$ cat config.mk
export PLATFORM = sky130hd
export DESIGN_NAME = reg_file_ctrl_flat
export DESIGN_NICKNAME = d
export VERILOG_FILES = /design/src/rtl/reg_file_ctrl_if.sv /design/src/rtl/reg_file_ctrl.sv /design/src/flat_wrapper.sv
export SDC_FILE = /design/constraint.sdc
export NUM_CORES = 1
export LEC_CHECK = 0
export CORE_MARGIN = 2
export CORE_UTILIZATION = 39
export CTS_BUF_LIST = sky130_fd_sc_hd__clkbuf_4 sky130_fd_sc_hd__clkbuf_8
export DETAILED_ROUTE_END_ITERATION = 7
export PLACE_DENSITY = 0.78
export SLEW_MARGIN = 10
export SYNTH_ARGS = -nofsm -noshare
export SYNTH_HDL_FRONTEND = slang
export SYNTH_SLANG_ARGS = --single-unit
$ cat constraint.sdc
create_clock -name clk -period 2.5 [get_ports clk]
set_input_delay 0.5 -clock clk [delete_from_list [all_inputs] [get_ports clk]]
set_output_delay 0.5 -clock clk [all_outputs]
set_load 0.02 [all_outputs]
$ cat src/rtl/reg_file_ctrl_if.sv
// Command/response handshake bundle between a requester and reg_file_ctrl.
// Latency: wires only; no state lives in the interface.
// Backpressure: cmd_valid/cmd_ready on the command side and rsp_valid/rsp_ready on the response side.
//   master : drives cmd_valid, cmd_write, cmd_addr, cmd_wdata, rsp_ready
//   slave  : drives cmd_ready, rsp_valid, rsp_rdata, rsp_err, rsp_is_write
interface reg_file_ctrl_if #(
    parameter int DATA_WIDTH = 32,
    parameter int ADDR_WIDTH = 4
);
    logic                  cmd_valid;
    logic                  cmd_ready;
    logic                  cmd_write;
    logic [ADDR_WIDTH-1:0] cmd_addr;
    logic [DATA_WIDTH-1:0] cmd_wdata;
    logic                  rsp_valid;
    logic                  rsp_ready;
    logic [DATA_WIDTH-1:0] rsp_rdata;
    logic                  rsp_err;
    logic                  rsp_is_write;

    modport master (
        output cmd_valid, cmd_write, cmd_addr, cmd_wdata, rsp_ready,
        input  cmd_ready, rsp_valid, rsp_rdata, rsp_err, rsp_is_write
    );

    modport slave (
        input  cmd_valid, cmd_write, cmd_addr, cmd_wdata, rsp_ready,
        output cmd_ready, rsp_valid, rsp_rdata, rsp_err, rsp_is_write
    );
endinterface

$ cat src/rtl/reg_file_ctrl.sv
// Turns one command at a time into a single register-file strobe and one response.
// Latency: write response 2 cycles after the accept cycle, read response 3 (prompt responder), read timeout after TIMEOUT wait cycles.
// Backpressure: cmd_ready only in IDLE; the response is held until rsp_ready, so one command is outstanding at most.
//   ports: clk, reset (async, active high), bus (slave side of reg_file_ctrl_if),
//          WrEN/RdEN/address/WrData to the register file, RdData/RdData_Valid back from it.
module reg_file_ctrl #(
    parameter int DATA_WIDTH = 32,
    parameter int ADDR_WIDTH = 4,
    parameter int TIMEOUT    = 8
) (
    input  logic                  clk,
    input  logic                  reset,
    reg_file_ctrl_if.slave        bus,
    output logic                  WrEN,
    output logic                  RdEN,
    output logic [ADDR_WIDTH-1:0] address,
    output logic [DATA_WIDTH-1:0] WrData,
    input  logic [DATA_WIDTH-1:0] RdData,
    input  logic                  RdData_Valid
);
    localparam int CW = $clog2(TIMEOUT + 1);
    // WAIT ends on the cycle whose counter value is TIMEOUT-1, giving exactly TIMEOUT wait cycles.
    localparam logic [CW-1:0] TO_LAST = CW'(TIMEOUT - 1);
    localparam logic [CW-1:0] CNT_MAX = {CW{1'b1}};

    typedef enum logic [2:0] {
        IDLE,
        WRITE,
        READ,
        WAIT,
        RESP
    } state_t;

    state_t                state;
    logic                  op_write;
    logic [CW-1:0]         to_cnt;
    logic                  rsp_valid_q;
    logic                  rsp_err_q;
    logic                  rsp_is_write_q;
    logic [DATA_WIDTH-1:0] rsp_rdata_q;

    // Gated by reset directly so that ready drops the moment reset rises,
    // and is already high in the first cycle after reset falls.
    assign bus.cmd_ready    = (state == IDLE) && !reset;
    assign bus.rsp_valid    = rsp_valid_q;
    assign bus.rsp_err      = rsp_err_q;
    assign bus.rsp_is_write = rsp_is_write_q;
    assign bus.rsp_rdata    = rsp_rdata_q;

    always_ff @(posedge clk or posedge reset) begin
        if (reset) begin
            state          <= IDLE;
            op_write       <= 1'b0;
            to_cnt         <= '0;
            WrEN           <= 1'b0;
            RdEN           <= 1'b0;
            address        <= '0;
            WrData         <= '0;
            rsp_valid_q    <= 1'b0;
            rsp_err_q      <= 1'b0;
            rsp_is_write_q <= 1'b0;
            rsp_rdata_q    <= '0;
        end else begin
            case (state)
                IDLE: begin
                    // cmd_ready is 1 here whenever reset is low, so valid alone accepts.
                    if (bus.cmd_valid) begin
                        address  <= bus.cmd_addr;
                        op_write <= bus.cmd_write;
                        if (bus.cmd_write) begin
                            WrData <= bus.cmd_wdata;
                            WrEN   <= 1'b1;
                            state  <= WRITE;
                        end else begin
                            RdEN   <= 1'b1;
                            state  <= READ;
                        end
                    end
                end
                WRITE: begin
                    WrEN           <= 1'b0;
                    rsp_valid_q    <= 1'b1;
                    rsp_err_q      <= 1'b0;
                    rsp_rdata_q    <= '0;
                    rsp_is_write_q <= op_write;
                    state          <= RESP;
                end
                READ: begin
                    RdEN   <= 1'b0;
                    to_cnt <= '0;
                    state  <= WAIT;
                end
                WAIT: begin
                    // Valid data takes priority over an expiring timeout.
                    if (RdData_Valid) begin
                        rsp_valid_q    <= 1'b1;
                        rsp_err_q      <= 1'b0;
                        rsp_rdata_q    <= RdData;
                        rsp_is_write_q <= op_write;
                        state          <= RESP;
                    end else if (to_cnt >= TO_LAST) begin
                        rsp_valid_q    <= 1'b1;
                        rsp_err_q      <= 1'b1;
                        rsp_rdata_q    <= '0;
                        rsp_is_write_q <= op_write;
                        state          <= RESP;
                    end else if (to_cnt != CNT_MAX) begin
                        to_cnt <= to_cnt + CW'(1);
                    end
                end
                RESP: begin
                    if (bus.rsp_ready) begin
                        rsp_valid_q    <= 1'b0;
                        rsp_err_q      <= 1'b0;
                        rsp_rdata_q    <= '0;
                        rsp_is_write_q <= 1'b0;
                        state          <= IDLE;
                    end
                end
                default: begin
                    WrEN  <= 1'b0;
                    RdEN  <= 1'b0;
                    state <= IDLE;
                end
            endcase
        end
    end
endmodule

$ cat src/flat_wrapper.sv
// flat-port wrapper written by rule: the top's interface ports become plain ports
module reg_file_ctrl_flat 
#(
    parameter int DATA_WIDTH = 32,
    parameter int ADDR_WIDTH = 4,
    parameter int TIMEOUT    = 8
)
  (clk, reset, WrEN, RdEN, address, WrData, RdData, RdData_Valid, bus_cmd_valid, bus_cmd_write, bus_cmd_addr, bus_cmd_wdata, bus_rsp_ready, bus_cmd_ready, bus_rsp_valid, bus_rsp_rdata, bus_rsp_err, bus_rsp_is_write);
  reg_file_ctrl_if #(.DATA_WIDTH(DATA_WIDTH), .ADDR_WIDTH(ADDR_WIDTH)) bus_i ();
  input  logic clk;
  input  logic reset;
  output logic WrEN;
  output logic RdEN;
  output logic [ADDR_WIDTH-1:0] address;
  output logic [DATA_WIDTH-1:0] WrData;
  input  logic [DATA_WIDTH-1:0] RdData;
  input  logic RdData_Valid;
  input wire logic [$bits(bus_i.cmd_valid)-1:0] bus_cmd_valid;
  input wire logic [$bits(bus_i.cmd_write)-1:0] bus_cmd_write;
  input wire logic [$bits(bus_i.cmd_addr)-1:0] bus_cmd_addr;
  input wire logic [$bits(bus_i.cmd_wdata)-1:0] bus_cmd_wdata;
  input wire logic [$bits(bus_i.rsp_ready)-1:0] bus_rsp_ready;
  output wire logic [$bits(bus_i.cmd_ready)-1:0] bus_cmd_ready;
  output wire logic [$bits(bus_i.rsp_valid)-1:0] bus_rsp_valid;
  output wire logic [$bits(bus_i.rsp_rdata)-1:0] bus_rsp_rdata;
  output wire logic [$bits(bus_i.rsp_err)-1:0] bus_rsp_err;
  output wire logic [$bits(bus_i.rsp_is_write)-1:0] bus_rsp_is_write;
  assign bus_i.cmd_valid = bus_cmd_valid;
  assign bus_i.cmd_write = bus_cmd_write;
  assign bus_i.cmd_addr = bus_cmd_addr;
  assign bus_i.cmd_wdata = bus_cmd_wdata;
  assign bus_i.rsp_ready = bus_rsp_ready;
  assign bus_cmd_ready = bus_i.cmd_ready;
  assign bus_rsp_valid = bus_i.rsp_valid;
  assign bus_rsp_rdata = bus_i.rsp_rdata;
  assign bus_rsp_err = bus_i.rsp_err;
  assign bus_rsp_is_write = bus_i.rsp_is_write;
  reg_file_ctrl #(.DATA_WIDTH(DATA_WIDTH), .ADDR_WIDTH(ADDR_WIDTH), .TIMEOUT(TIMEOUT)) u_core (.clk(clk), .reset(reset), .bus(bus_i), .WrEN(WrEN), .RdEN(RdEN), .address(address), .WrData(WrData), .RdData(RdData), .RdData_Valid(RdData_Valid));
endmodule
==> out/metrics.csv <==
metric;value;unit
ant diodes;0;
share of layout cells above drive strength 1;18.5;%
CTS tree;built;
clock slew at reported path FFs;0.09;ns
PwrDens;1230;nW/um2
Worst Reg-to-Reg Cells;4;
min Tclk post-route;2.31;ns
Crit path required time;2.00;ns
Worst R2R Start;u_core.state[1];
Seq pwr share;35.0;%
final clock skew;0.0127;ns
DRC;0;
DRT Pass-1 Iters;4;
power share of the clock group;17.3;%
Layout Nets;437;
CP startpoint kind;input port;
crit path cell chain;clkdlybuf4s50_1, nor4_1, clkdlybuf4s50_1;
CP startpoint;reset;
Port Buffers;147;
crit-path most repeated cell;clkdlybuf4s50_1;
# IOs;148;
Area contributors post-synth;dfrtp_1, mux2_4, a22o_1;
P_leak;2.31;nW
ANT nets after route;0;
vias in the first global route;2325;
CP max stage delay;0.65;ns
vias per inst;4.89;
P_sw;0.00215;W
fmax;0.432;GHz
area share of the largest cell type after synthesis;62.0;%
critical path depth in cells;3;
clock root buffer master;clkbuf_8;
postcts setup bufs;0;
HPWL after DPL;5.33;mm
Net Sw Frac;34.5;%
outcome;complete, no violations;
CP Max Fanout;2;
Critical R2R Capture;u_core.WrData[4];
Slew headroom;61.3;%
Ys Warns;0;
synth unique cells;34;
Vias;2307;
leading area contributor after synthesis;dfrtp_1;
Worst-Margin Slew;0.581;ns
Hold-fix buffers, CTS;0;
unrepaired setup endpoints after global routing;false;
site row count;33;
die area;9130;um2
later-pin clock latency in the skew report;0.35;ns
Setup Crit Path Kind;in -> out;
# resized after CTS;0;
Final setup viols;0;
# H-tree levels;3;
Internal;0.00408;W
TritonCTS Buffers;9;
MaxCap Viol Count;0;
chip width;95.6;um
final period utilization;92.6;%
antenna violations before repair;0;
Netlist Area Pre-Place;3270;um2
clk buf depth;2;
DIE HEIGHT;95.6;um
All-Layer GR Usage;16.5;%
R2R setup slack;0.67;ns
RePlAce Congestion;0.717;
Total Wirelength;7.58;mm
critical path's top delay family;buffers and inverters;
Synth Instances;212;
post-layout util;61.9;%
sequential share of the synthesized area;62.0;%
Area growth syn-to-layout;54.8;%
commonest non-fill, non-tap cells in the layout;clkdlybuf4s50_1, dfrtp_1, a22o_1;
Slew Viols, Final;0;
commonest non-fill, non-tap cell in the layout;clkdlybuf4s50_1;
CTS Sinks;81;
crit path DAT;1.81;ns
largest net degree at the start of global routing;82;
peak supply drop;0.432;mV
slowest library cell on the worst path;clkdlybuf4s50_1;
worst min path class;reg -> reg;
Seq cells post-synth;81;
total gr overflow;0;
crit end category;output port;
Avg WL per Cell;16.1;um
CP Buf/Inv Count;2;
Starting Density;40.0;%
DR iter-0 viols;69;
CP endpoint;bus_cmd_ready;
Hold Fails Final Rpt;0;
first-pass GRT wire length;11.6;mm
# fillers;630;
Core ar.;8180;um2
setup TNS;0;ns
Syn Nets;287;
synthesized area per cell;15.4;um2
Comb power frac;47.8;%
-- how the worst min path moves through the flow --
stage          depth (start not counted)                startpoint  slack [ns]                        to
3_3_place_gp                           2          u_core.to_cnt[3]        0.49          u_core.to_cnt[3]
4_1_cts                                2          u_core.to_cnt[3]        0.51          u_core.to_cnt[3]
2_1_floorplan                          2          u_core.to_cnt[3]        0.46          u_core.to_cnt[3]
3_5_place_dp                           1      u_core.bus.rsp_valid        0.49      u_core.bus.rsp_valid
6_report                               2          u_core.to_cnt[3]        0.51          u_core.to_cnt[3]
5_1_grt                                1  u_core.bus.rsp_rdata[17]        0.53  u_core.bus.rsp_rdata[17]
-- routing by layer --
layer  up-vias  global-route usage, %  wire length, um
met5         -                      0                0
met4         0                   7.14              111
met3         9                   4.74              663
met2       101                   24.7             3480
met1      1129                   22.2             3330
li1       1068                      -                -
-- Yosys cell counts, drive strengths merged --
library cell and n:
a21oi 5, a22o 33, a2bb2oi 1, a31o 1, a32o 1, and3 1, and3b 1, and4bb 2
buf 13, clkbuf 1, dfrtp 81, ha 1, inv 5, mux2 37, mux2i 2, nand2 8
nand3 1, nand3b 1, nor2 2, nor2b 2, nor3b 1, nor4 1, nor4b 1, o21a 1
o21ai 3, o21bai 2, o2bb2ai 2, or2 1, or3b 1
-- power groups by stage --
stage               registers, W  logic [W]  clock network [W]
floorplan                0.00277    0.00109                  0
global placement         0.00219    0.00293                  0
detailed placement       0.00219    0.00300                  0
CTS                      0.00218    0.00301            0.00110
global route             0.00224    0.00316            0.00115
finish                   0.00218    0.00297            0.00107
-- area by class of cell --
| type | count | area (um2) | area share (%) |
|---|---|---|---|
| flip-flops and latches | 81 | 2030 | 40.0 |
| repair buffers | 153 | 1530 | 30.2 |
| multi-input cells | 112 | 1120 | 22.2 |
| clock buffers | 10 | 138 | 2.72 |
| well taps | 105 | 131 | 2.60 |
| clock inverters | 6 | 91.3 | 1.80 |
| inverters | 5 | 22.5 | 0.445 |
-- worst min-delay path, stage by stage (launching register included) --
cell,delay [ns]
dfrtp_1,0.36
nand2_1,0.05
o21ai_0,0.06
-- metrics by stage --
stage	std cells	total power [W]	setup slack, ns	hold slack, ns	area, um2
3_3_place_gp	456	0.00512	0.211	0.485	4830
3_5_place_dp	456	0.00519	0.167	0.492	4830
5_1_grt	472	0.00656	0.111	0.528	5060
2_1_floorplan	212	0.00386	0.735	0.463	3270
6_report	472	0.00622	0.185	0.505	5060
4_1_cts	472	0.00629	0.158	0.512	5060
-- cells by family (layout without fill, tap and decap cells) --
logic type / after synthesis / count (layout) / share of synthesized area [%]
multiplexers: 39 / 39 / 16.7
flip-flops: 81 / 81 / 62.0
buffers and inverters: 19 / 174 / 3.67
AND/OR/NAND/NOR: 23 / 23 / 4.97
AO/OA/AOI/OAI: 49 / 49 / 12.3
adder cells (fa/ha/maj): 1 / 1 / 0.382
-- sequential cells by signal (all words and copies together) (netlist names) --
register / cells
u_core.RdEN: 1
u_core.WrData: 32
u_core.WrEN: 1
u_core.address: 4
u_core.bus.rsp_err: 1
u_core.bus.rsp_is_write: 1
u_core.bus.rsp_rdata: 32
u_core.bus.rsp_valid: 1
u_core.op_write: 1
u_core.state: 3
u_core.to_cnt: 4
No activity file was read; power rests on OpenSTA's default activity.
